### src/rtl/decode38_seq.sv
// rtl/decode38_seq.sv - queued 3-to-8 decoder that shows each one-hot pattern for HOLD cycles, separated by GAP zero cycles
module decode38_seq #(
  parameter int HOLD = 4,
  parameter int GAP  = 1
) (
  input  logic       clk,
  input  logic       rst_n,
  input  logic       ena,
  input  logic       code_valid,
  input  logic [2:0] code,
  output logic       code_ready,
  output logic [7:0] y,
  output logic       y_valid,
  output logic       busy,
  output logic [7:0] shown_cnt
);

  localparam logic [7:0] HOLD_M1 = 8'(HOLD - 1);
  localparam logic [7:0] GAP_M1  = 8'(GAP - 1);

  typedef enum logic [1:0] {ST_IDLE, ST_SHOW, ST_GAP} state_t;

  state_t     state, state_d;
  logic [2:0] mem [4];
  logic [1:0] wr_ptr, rd_ptr;
  logic [2:0] count;
  logic [7:0] cnt, cnt_d;
  logic [7:0] y_d;
  logic       y_valid_d;
  logic       push, pop, fifo_ne;

  assign code_ready = (count < 3'd4);
  assign fifo_ne    = (count != 3'd0);
  assign push       = code_valid && code_ready;
  assign busy       = (state != ST_IDLE) || fifo_ne;

  always_ff @(posedge clk) begin
    if (push) begin
      mem[wr_ptr] <= code;
    end
  end

  // Pointers and occupancy are reset, so a handshake during reset never lands.
  always_ff @(posedge clk) begin
    if (!rst_n) begin
      wr_ptr <= 2'd0;
      rd_ptr <= 2'd0;
      count  <= 3'd0;
    end else begin
      if (push) wr_ptr <= wr_ptr + 2'd1;
      if (pop)  rd_ptr <= rd_ptr + 2'd1;
      case ({push, pop})
        2'b10:   count <= count + 3'd1;
        2'b01:   count <= count - 3'd1;
        default: count <= count;
      endcase
    end
  end

  always_ff @(posedge clk) begin
    if (!rst_n) begin
      state <= ST_IDLE;
    end else begin
      state <= state_d;
    end
  end

  always_comb begin
    state_d = state;
    pop     = 1'b0;
    case (state)
      ST_IDLE: begin
        if (ena && fifo_ne) begin
          pop     = 1'b1;
          state_d = ST_SHOW;
        end
      end
      ST_SHOW: begin
        if (cnt == 8'd0) state_d = ST_GAP;
      end
      ST_GAP: begin
        if (cnt == 8'd0) begin
          if (ena && fifo_ne) begin
            pop     = 1'b1;
            state_d = ST_SHOW;
          end else begin
            state_d = ST_IDLE;
          end
        end
      end
      default: state_d = ST_IDLE;
    endcase
  end

  always_comb begin
    y_d       = y;
    y_valid_d = y_valid;
    cnt_d     = cnt;
    if (pop) begin
      y_d       = 8'd1 << mem[rd_ptr];
      y_valid_d = 1'b1;
      cnt_d     = HOLD_M1;
    end else begin
      case (state)
        ST_SHOW: begin
          if (cnt != 8'd0) begin
            cnt_d = cnt - 8'd1;
          end else begin
            y_d       = 8'h00;
            y_valid_d = 1'b0;
            cnt_d     = GAP_M1;
          end
        end
        ST_GAP: begin
          y_d       = 8'h00;
          y_valid_d = 1'b0;
          if (cnt != 8'd0) cnt_d = cnt - 8'd1;
        end
        default: begin
          y_d       = 8'h00;
          y_valid_d = 1'b0;
          cnt_d     = 8'd0;
        end
      endcase
    end
  end

  always_ff @(posedge clk) begin
    if (!rst_n) begin
      y         <= 8'h00;
      y_valid   <= 1'b0;
      cnt       <= 8'd0;
      shown_cnt <= 8'd0;
    end else begin
      y         <= y_d;
      y_valid   <= y_valid_d;
      cnt       <= cnt_d;
      if (pop) shown_cnt <= shown_cnt + 8'd1;
    end
  end

endmodule

### config.mk
export PLATFORM = sky130hd
export DESIGN_NAME = decode38_seq
export DESIGN_NICKNAME = d
export VERILOG_FILES = /design/src/rtl/decode38_seq.sv
export SDC_FILE = /design/constraint.sdc
export NUM_CORES = 1
export LEC_CHECK = 0
export ABC_AREA = 1
export BUFFER_PORTS_ARGS = -buffer_cell sky130_fd_sc_hd__clkbuf_2
export CAP_MARGIN = 40
export CORE_ASPECT_RATIO = 0.75
export CORE_MARGIN = 5
export CORE_UTILIZATION = 45
export CTS_BUF_LIST = sky130_fd_sc_hd__clkbuf_4
export DETAILED_ROUTE_END_ITERATION = 7
export PLACE_DENSITY = 0.74
export RECOVER_POWER = 50
export SLEW_MARGIN = 20
export SYNTH_ARGS = -nofsm -noshare
export SYNTH_HDL_FRONTEND = slang
export SYNTH_SLANG_ARGS = --single-unit
### constraint.sdc
create_clock -name clk -period 4.7 [get_ports clk]
set_input_delay 0.94 -clock clk [delete_from_list [all_inputs] [get_ports clk]]
set_output_delay 0.94 -clock clk [all_outputs]
set_load 0.01 [all_outputs]
== After elaboration in Yosys (flattened, before gate mapping) ==
Memory sizes are Yosys's and may differ from the RTL's. A register that Yosys moved wholly into a read port is not among the register bits.
Cells that the tools add are included.

* Register bits: 34
* Memories kept: 1
* Word-level logic and storage cells: 63
* RAM bits: 12

{| class="wikitable"
|+ Memory list
! name !! depth !! bits a word !! rd ports !! clocked after memory_dff !! write ports !! RTL line !! text
|-
| mem || 4 || 3 || 1 || 1 || 1 || 24 || <nowiki>logic [2:0] mem [4];</nowiki>
|}

* Equal/unequal tests: 10
* Shifts and indexed selects: 1
* Order comparisons: 1
* Bitwise logic cells: 1
* Reductions and logical operators: 11
* $add $sub $neg: 6
* Multiplexer cells: 23

{| class="wikitable"
|+ Operators with widths
! cell !! count
|-
| 8-bit two-way mux || 5
|-
| 8-bit one-hot mux with 2 select lines || 1
|-
| 2-bit two-way mux || 6
|-
| 8-bit by 1-bit adder with 8-bit output (second input constant) || 1
|-
| 8-bit logical NOT || 1
|-
| 1-bit two-way mux || 8
|-
| 2-bit != test (second input constant) || 4
|-
| 8-bit nonzero test || 1
|-
| 1-bit by 3-bit left shift with 8-bit output (first input constant) || 1
|-
| 8-bit by 1-bit subtractor with 8-bit output (second input constant) || 1
|-
| 3-bit != test (second input constant) || 2
|-
| 2-bit one-hot mux with 3 select lines || 1
|-
| 3-bit one-hot mux with 2 select lines || 1
|-
| 2-bit by 1-bit adder with 2-bit output (second input constant) || 2
|-
| 2-bit by 1-bit == test with 1-bit output (second input constant) || 2
|-
| 2-bit == test (second input constant) || 2
|-
| 2-bit nonzero test || 2
|-
| 3-bit by 1-bit adder with 3-bit output (second input constant) || 1
|-
| 3-bit less-than comparator (second input constant) || 1
|-
| 3-bit AND reduction || 1
|-
| 3-bit nonzero test || 1
|-
| 3-bit by 1-bit subtractor with 3-bit output (second input constant) || 1
|-
| 1-bit logical AND || 2
|-
| 2-bit logical NOT || 1
|-
| 4 further kinds || 4
|}

== Depth between registers and ports, before layout ==
* Word-level depth: 7
* Gate-level depth with buffers: 14
* Mapped depth without buffers: 13

== Worst setup path before layout ==
OpenSTA, ideal clock, no wires.

* Path type: input to register
* From: in ena
* To: reg count[2]
* Library setup time: 0.123 ns
* Path buffers: 1
* Setup slack: 2.024 ns
* Data required time: 4.577 ns
* Data arrival time: 2.553 ns
* Stages: 12
* Cells stage by stage: inv_1 > a21oi_4 > nand2_2 > nand2_8 > buf_12 > ha_1 > inv_1 > fa_1 > a21oi_1 > o21ai_0 > o21ai_0 > a21oi_1

* Cells in the longest elaborated chain, start to end: 6
* Elaborated cells between the ends (all ways): 8

{| class="wikitable"
|+ Ends and longest elaborated chain
! item !! RTL line !! text
|-
| start, declared || 8 || <nowiki>input logic ena,</nowiki>
|-
| 1-bit logical AND (*) || 73, 83 ||
|-
| 1-bit two-way mux (*) || 73, 83 ||
|-
| 1-bit two-way mux || 82 || <nowiki>if (cnt == 8'd0) begin</nowiki>
|-
| 1-bit one-hot mux with 2 select lines (*) || 71 || <nowiki>case (state)</nowiki>
|-
| named net pop || 30 || <nowiki>logic push, pop, fifo_ne;</nowiki>
|-
| 2-bit by 1-bit == test with 1-bit output or 2-bit == test (tied branches) || 52 || <nowiki>case ({push, pop})</nowiki>
|-
| 3-bit one-hot mux with 2 select lines or 2-bit nonzero test (tied branches) || n/a ||
|-
| end signal, assigned || 53 || <nowiki>2'b10: count <= count + 3'd1;</nowiki>
|-
| end signal, assigned || 54 || <nowiki>2'b01: count <= count - 3'd1;</nowiki>
|-
| end signal, assigned || 55 || <nowiki>default: count <= count;</nowiki>
|-
| end, declared || 26 || <nowiki>logic [2:0] count;</nowiki>
|}

Mark *: on every way through the listed nets, which the timed path passes. The rest lies on a longest branch.
A chain may end at the register's enable or synchronous reset.

== Final worst setup path ==
* From: reg state[0]
* To: reg count[2]

* Cells in the longest elaborated chain, start to end: 4
* Elaborated cells between the ends (all ways): 7

{| class="wikitable"
|+ Ends and longest elaborated chain
! item !! RTL line !! text
|-
| start, declared || 23 || <nowiki>state_t state, state_d;</nowiki>
|-
| start signal, assigned || 64 || <nowiki>state <= state_d;</nowiki>
|-
| 2-bit == test or 2-bit logical NOT (tied branches) || 71 ||
|-
| 1-bit one-hot mux with 2 select lines (*) || 71 ||
|-
| 2-bit by 1-bit == test with 1-bit output or 2-bit == test (tied branches) || 52 ||
|-
| 3-bit one-hot mux with 2 select lines or 2-bit nonzero test (tied branches) || n/a ||
|}

Mark *: on every way between the ends. The rest lies on a longest branch, timed or not.

==> impl_metrics.py <==
metrics = {
    "run_status": {
        "outcome": "completed",
    },
    "pwr": {
        "peakVddDrop_v": 0.0002507,
        "p_leak_nw": 1.208,
        "pwr-share-clk_pct": 14.9,
        "p_seq_share_pct": 41.2,
        "total_power_w": 0.001315,
        "internal_power_w": 0.0007389,
        "combPwrFrac_pct": 43.9,
        "sw_frac_of_total_pct": 43.82,
        "power_density_nw_per_um2": 477.3,
        "p_switching_w": 0.0005763,
    },
    "setup_path": {
        "path_max_fanout": 19,
        "critPathKind": "reg2reg",
        "cp-start-kind": "register",
        "required_ps": 4960,
        "arrival_ps": 3380,
        "crit_path_end_kind": "register",
    },
    "cells_and_area": {
        "drive_gt1_share_pct": 15.91,
        "antenna_cells": 0,
        "syn_to_final_growth_pct": 7.415,
        "nNetsFinal": 371,
        "instances_no_fill": 427,
    },
    "sta": {
        "min_period_ps": 3116,
        "tns_ps": 0,
        "finalHoldViolCount": 0,
        "setup_viol": 0,
        "worst_pin_slew_ps": 785.0,
        "rsz0062_at_grt": "false",
        "max_freq_mhz": 320.9,
        "slew_headroom_pct": 47.61,
        "drv_slew": 0,
        "fin_skew_ps": 22.56,
        "period_share_pct": 66.31,
    },
    "global_routing": {
        "use_met2_pct": 22.40,
        "grt_max_degree": 21,
        "antenna_found_initial": 0,
        "gr-usage-met3_pct": 4.575,
        "met1_usage_pct": 20.00,
        "grt_pass1_vias": 1889,
        "grtUsageTotal_pct": 14.38,
        "overflow": 0,
        "grt_pass1_wl_mm": 8.556,
        "grt_busiest_layer": "met2",
    },
    "drt": {
        "drt_iter0_markers": 79,
        "dr.pass1.iters": 4,
        "drc": 0,
        "wirelength_mm": 4.899,
        "vias_per_cell": 4.834,
        "post_drt_wl_per_cell_um": 11.47,
        "via_count": 2064,
        "ant_nets": 0,
    },
    "place": {
        "dp_cells": 419,
        "hpwl_mm": 3.716,
        "place_congestion": 0.8528,
        "port_buffers": 25,
    },
    "logic_synthesis": {
        "synth_edf_count": 12,
        "netlist.area_leader.share_pct": 28.10,
        "syn_nets": 346,
        "synth_flop_cell": "dfxtp_1",
        "avgSynthCellArea_sq_um": 7.868,
        "syn_area_sq_um": 2565,
        "ys_warn_count": 0,
        "synth-async-reset-ratio_pct": 0,
        "synth_cells": 326,
        "synth_seq_cells": 48,
        "yosysMostFrequentCell": "nand2_1",
        "yosysUniqueCellTypes": 30,
        "seq_area_frac_synth_pct": 42.15,
        "synth_commonest_cells": "nand2_1, inv_1, dfxtp_1, nor2_1, nand3_1",
        "synthTopCellsByArea": "dfxtp_1, edfxtp_1, nand2_1",
        "yosysTopAreaCell": "dfxtp_1",
    },
    "die": {
        "core_area_sq_um": 5439,
        "io_pins": 26,
        "die_h_um": 75.39,
        "die_x_um": 97.18,
        "die_area_sq_um": 7326,
        "start_util_pct": 47.16,
        "rows": 23,
    },
    "cts": {
        "cts_sinks": 48,
        "cts.path.max_buffers": 2,
        "htreeDepth": 2,
        "postCtsResizedCells": 0,
        "path_clk_slew_ps": 150,
        "cts_buffers": 5,
        "cts-root-buf": "clkbuf_4",
        "insertion_delay_ps": 370,
        "cts_setup_buffers": 0,
        "cts_tree": "done",
        "ctsHoldBuffers": 0,
    },
    "worst_hold_path": {
        "hold_path_class": "reg2reg",
    },
    "flow_run": {
        "drv_cap": 0,
    },
}
-- cell type report --
type,count,area [sq um]
clock buffer,5,37.54
clock inverter,3,22.52
fill,521,2684
inverter,42,157.7
multi-input combinational,229,1242
sequential,48,1081
tap,75,93.84
timing repair buffer,25,120.1
-- routing by layer --
layer  wire [um]  vias up
li1            -     1103
met1        2634      913
met2        1979       44
met3         248        4
met4          37        0
met5           0        -
-- critical path, cell delays in order (launching register included) --
cell,delay (ps)
dfxtp_1,370
inv_1,90
ha_1,380
nand3_1,310
nand2_1,670
ha_1,270
inv_1,70
fa_1,370
a21oi_1,150
o21ai_0,120
o21ai_0,160
a21oi_1,60
-- cell families (layout without fill, tap and decap cells) --
logic type	after synthesis	after routing	synth area share, %
xor gates and xnor gates	7	7	2.390
adders and majority gates	13	13	6.634
and+or+nand+nor	168	168	30.63
AOI/OAI and AO/OA	41	41	10.24
buffers and inverters	49	75	7.951
DFF	48	48	42.15
-- worst paths after layout --
kind	start	end	slack, ps	depth (start not counted)
worst max-delay path	state[0]	count[2]	1580	11
worst min-delay path	y_valid	y_valid	480	2
worst max register to register	state[0]	count[2]	1580	11
worst min register to register	y_valid	y_valid	480	2
-- registers in the layout, indices dropped and copies added (netlist names), named ones only --
register	cells
y	8
y_valid	1
shown_cnt	8
state	2
rd_ptr	2
wr_ptr	2
mem	12
cnt	8
count	3
-- cells in the final DEF (no fill, tap or decap), drive strengths merged --
cell type,synthesis,layout
a21oi,26,26
clkbuf,3,30
clkinv,0,1
clkinvlp,0,1
dfxtp,36,36
edfxtp,12,12
fa,1,1
ha,12,12
inv,42,43
nand2,90,90
nand3,20,20
nand3b,2,2
nand4,10,10
nor2,41,41
nor3,3,3
o2111ai,2,2
o211ai,1,1
o21ai,11,11
o21bai,1,1
or2,2,2
xnor2,2,2
xor2,5,5
-- through the flow --
stage	setup WS, ps	hold slack (ps)	util [%]	instance area, sq um
after floorplan	2024	453.8	-	2565
after global routing	1231	496.1	50.66	2755
after detailed placement	1818	463.7	50.33	2738
after global placement	1862	456.7	50.33	2738
after CTS	2219	484.5	51.44	2798
final	1584	483.4	50.66	2755
-- power by group through the flow --
| stage | clock network, W | registers [W] | logic [W] |
|---|---|---|---|
| floorplan | 0 | 0.000538 | 0.000498 |
| global placement | 0 | 0.000547 | 0.000584 |
| detailed placement | 0 | 0.000550 | 0.000598 |
| CTS | 0.000203 | 0.000541 | 0.000602 |
| global route | 0.000216 | 0.000551 | 0.000674 |
| finish | 0.000196 | 0.000542 | 0.000577 |
(Power assumes the default switching activity.)
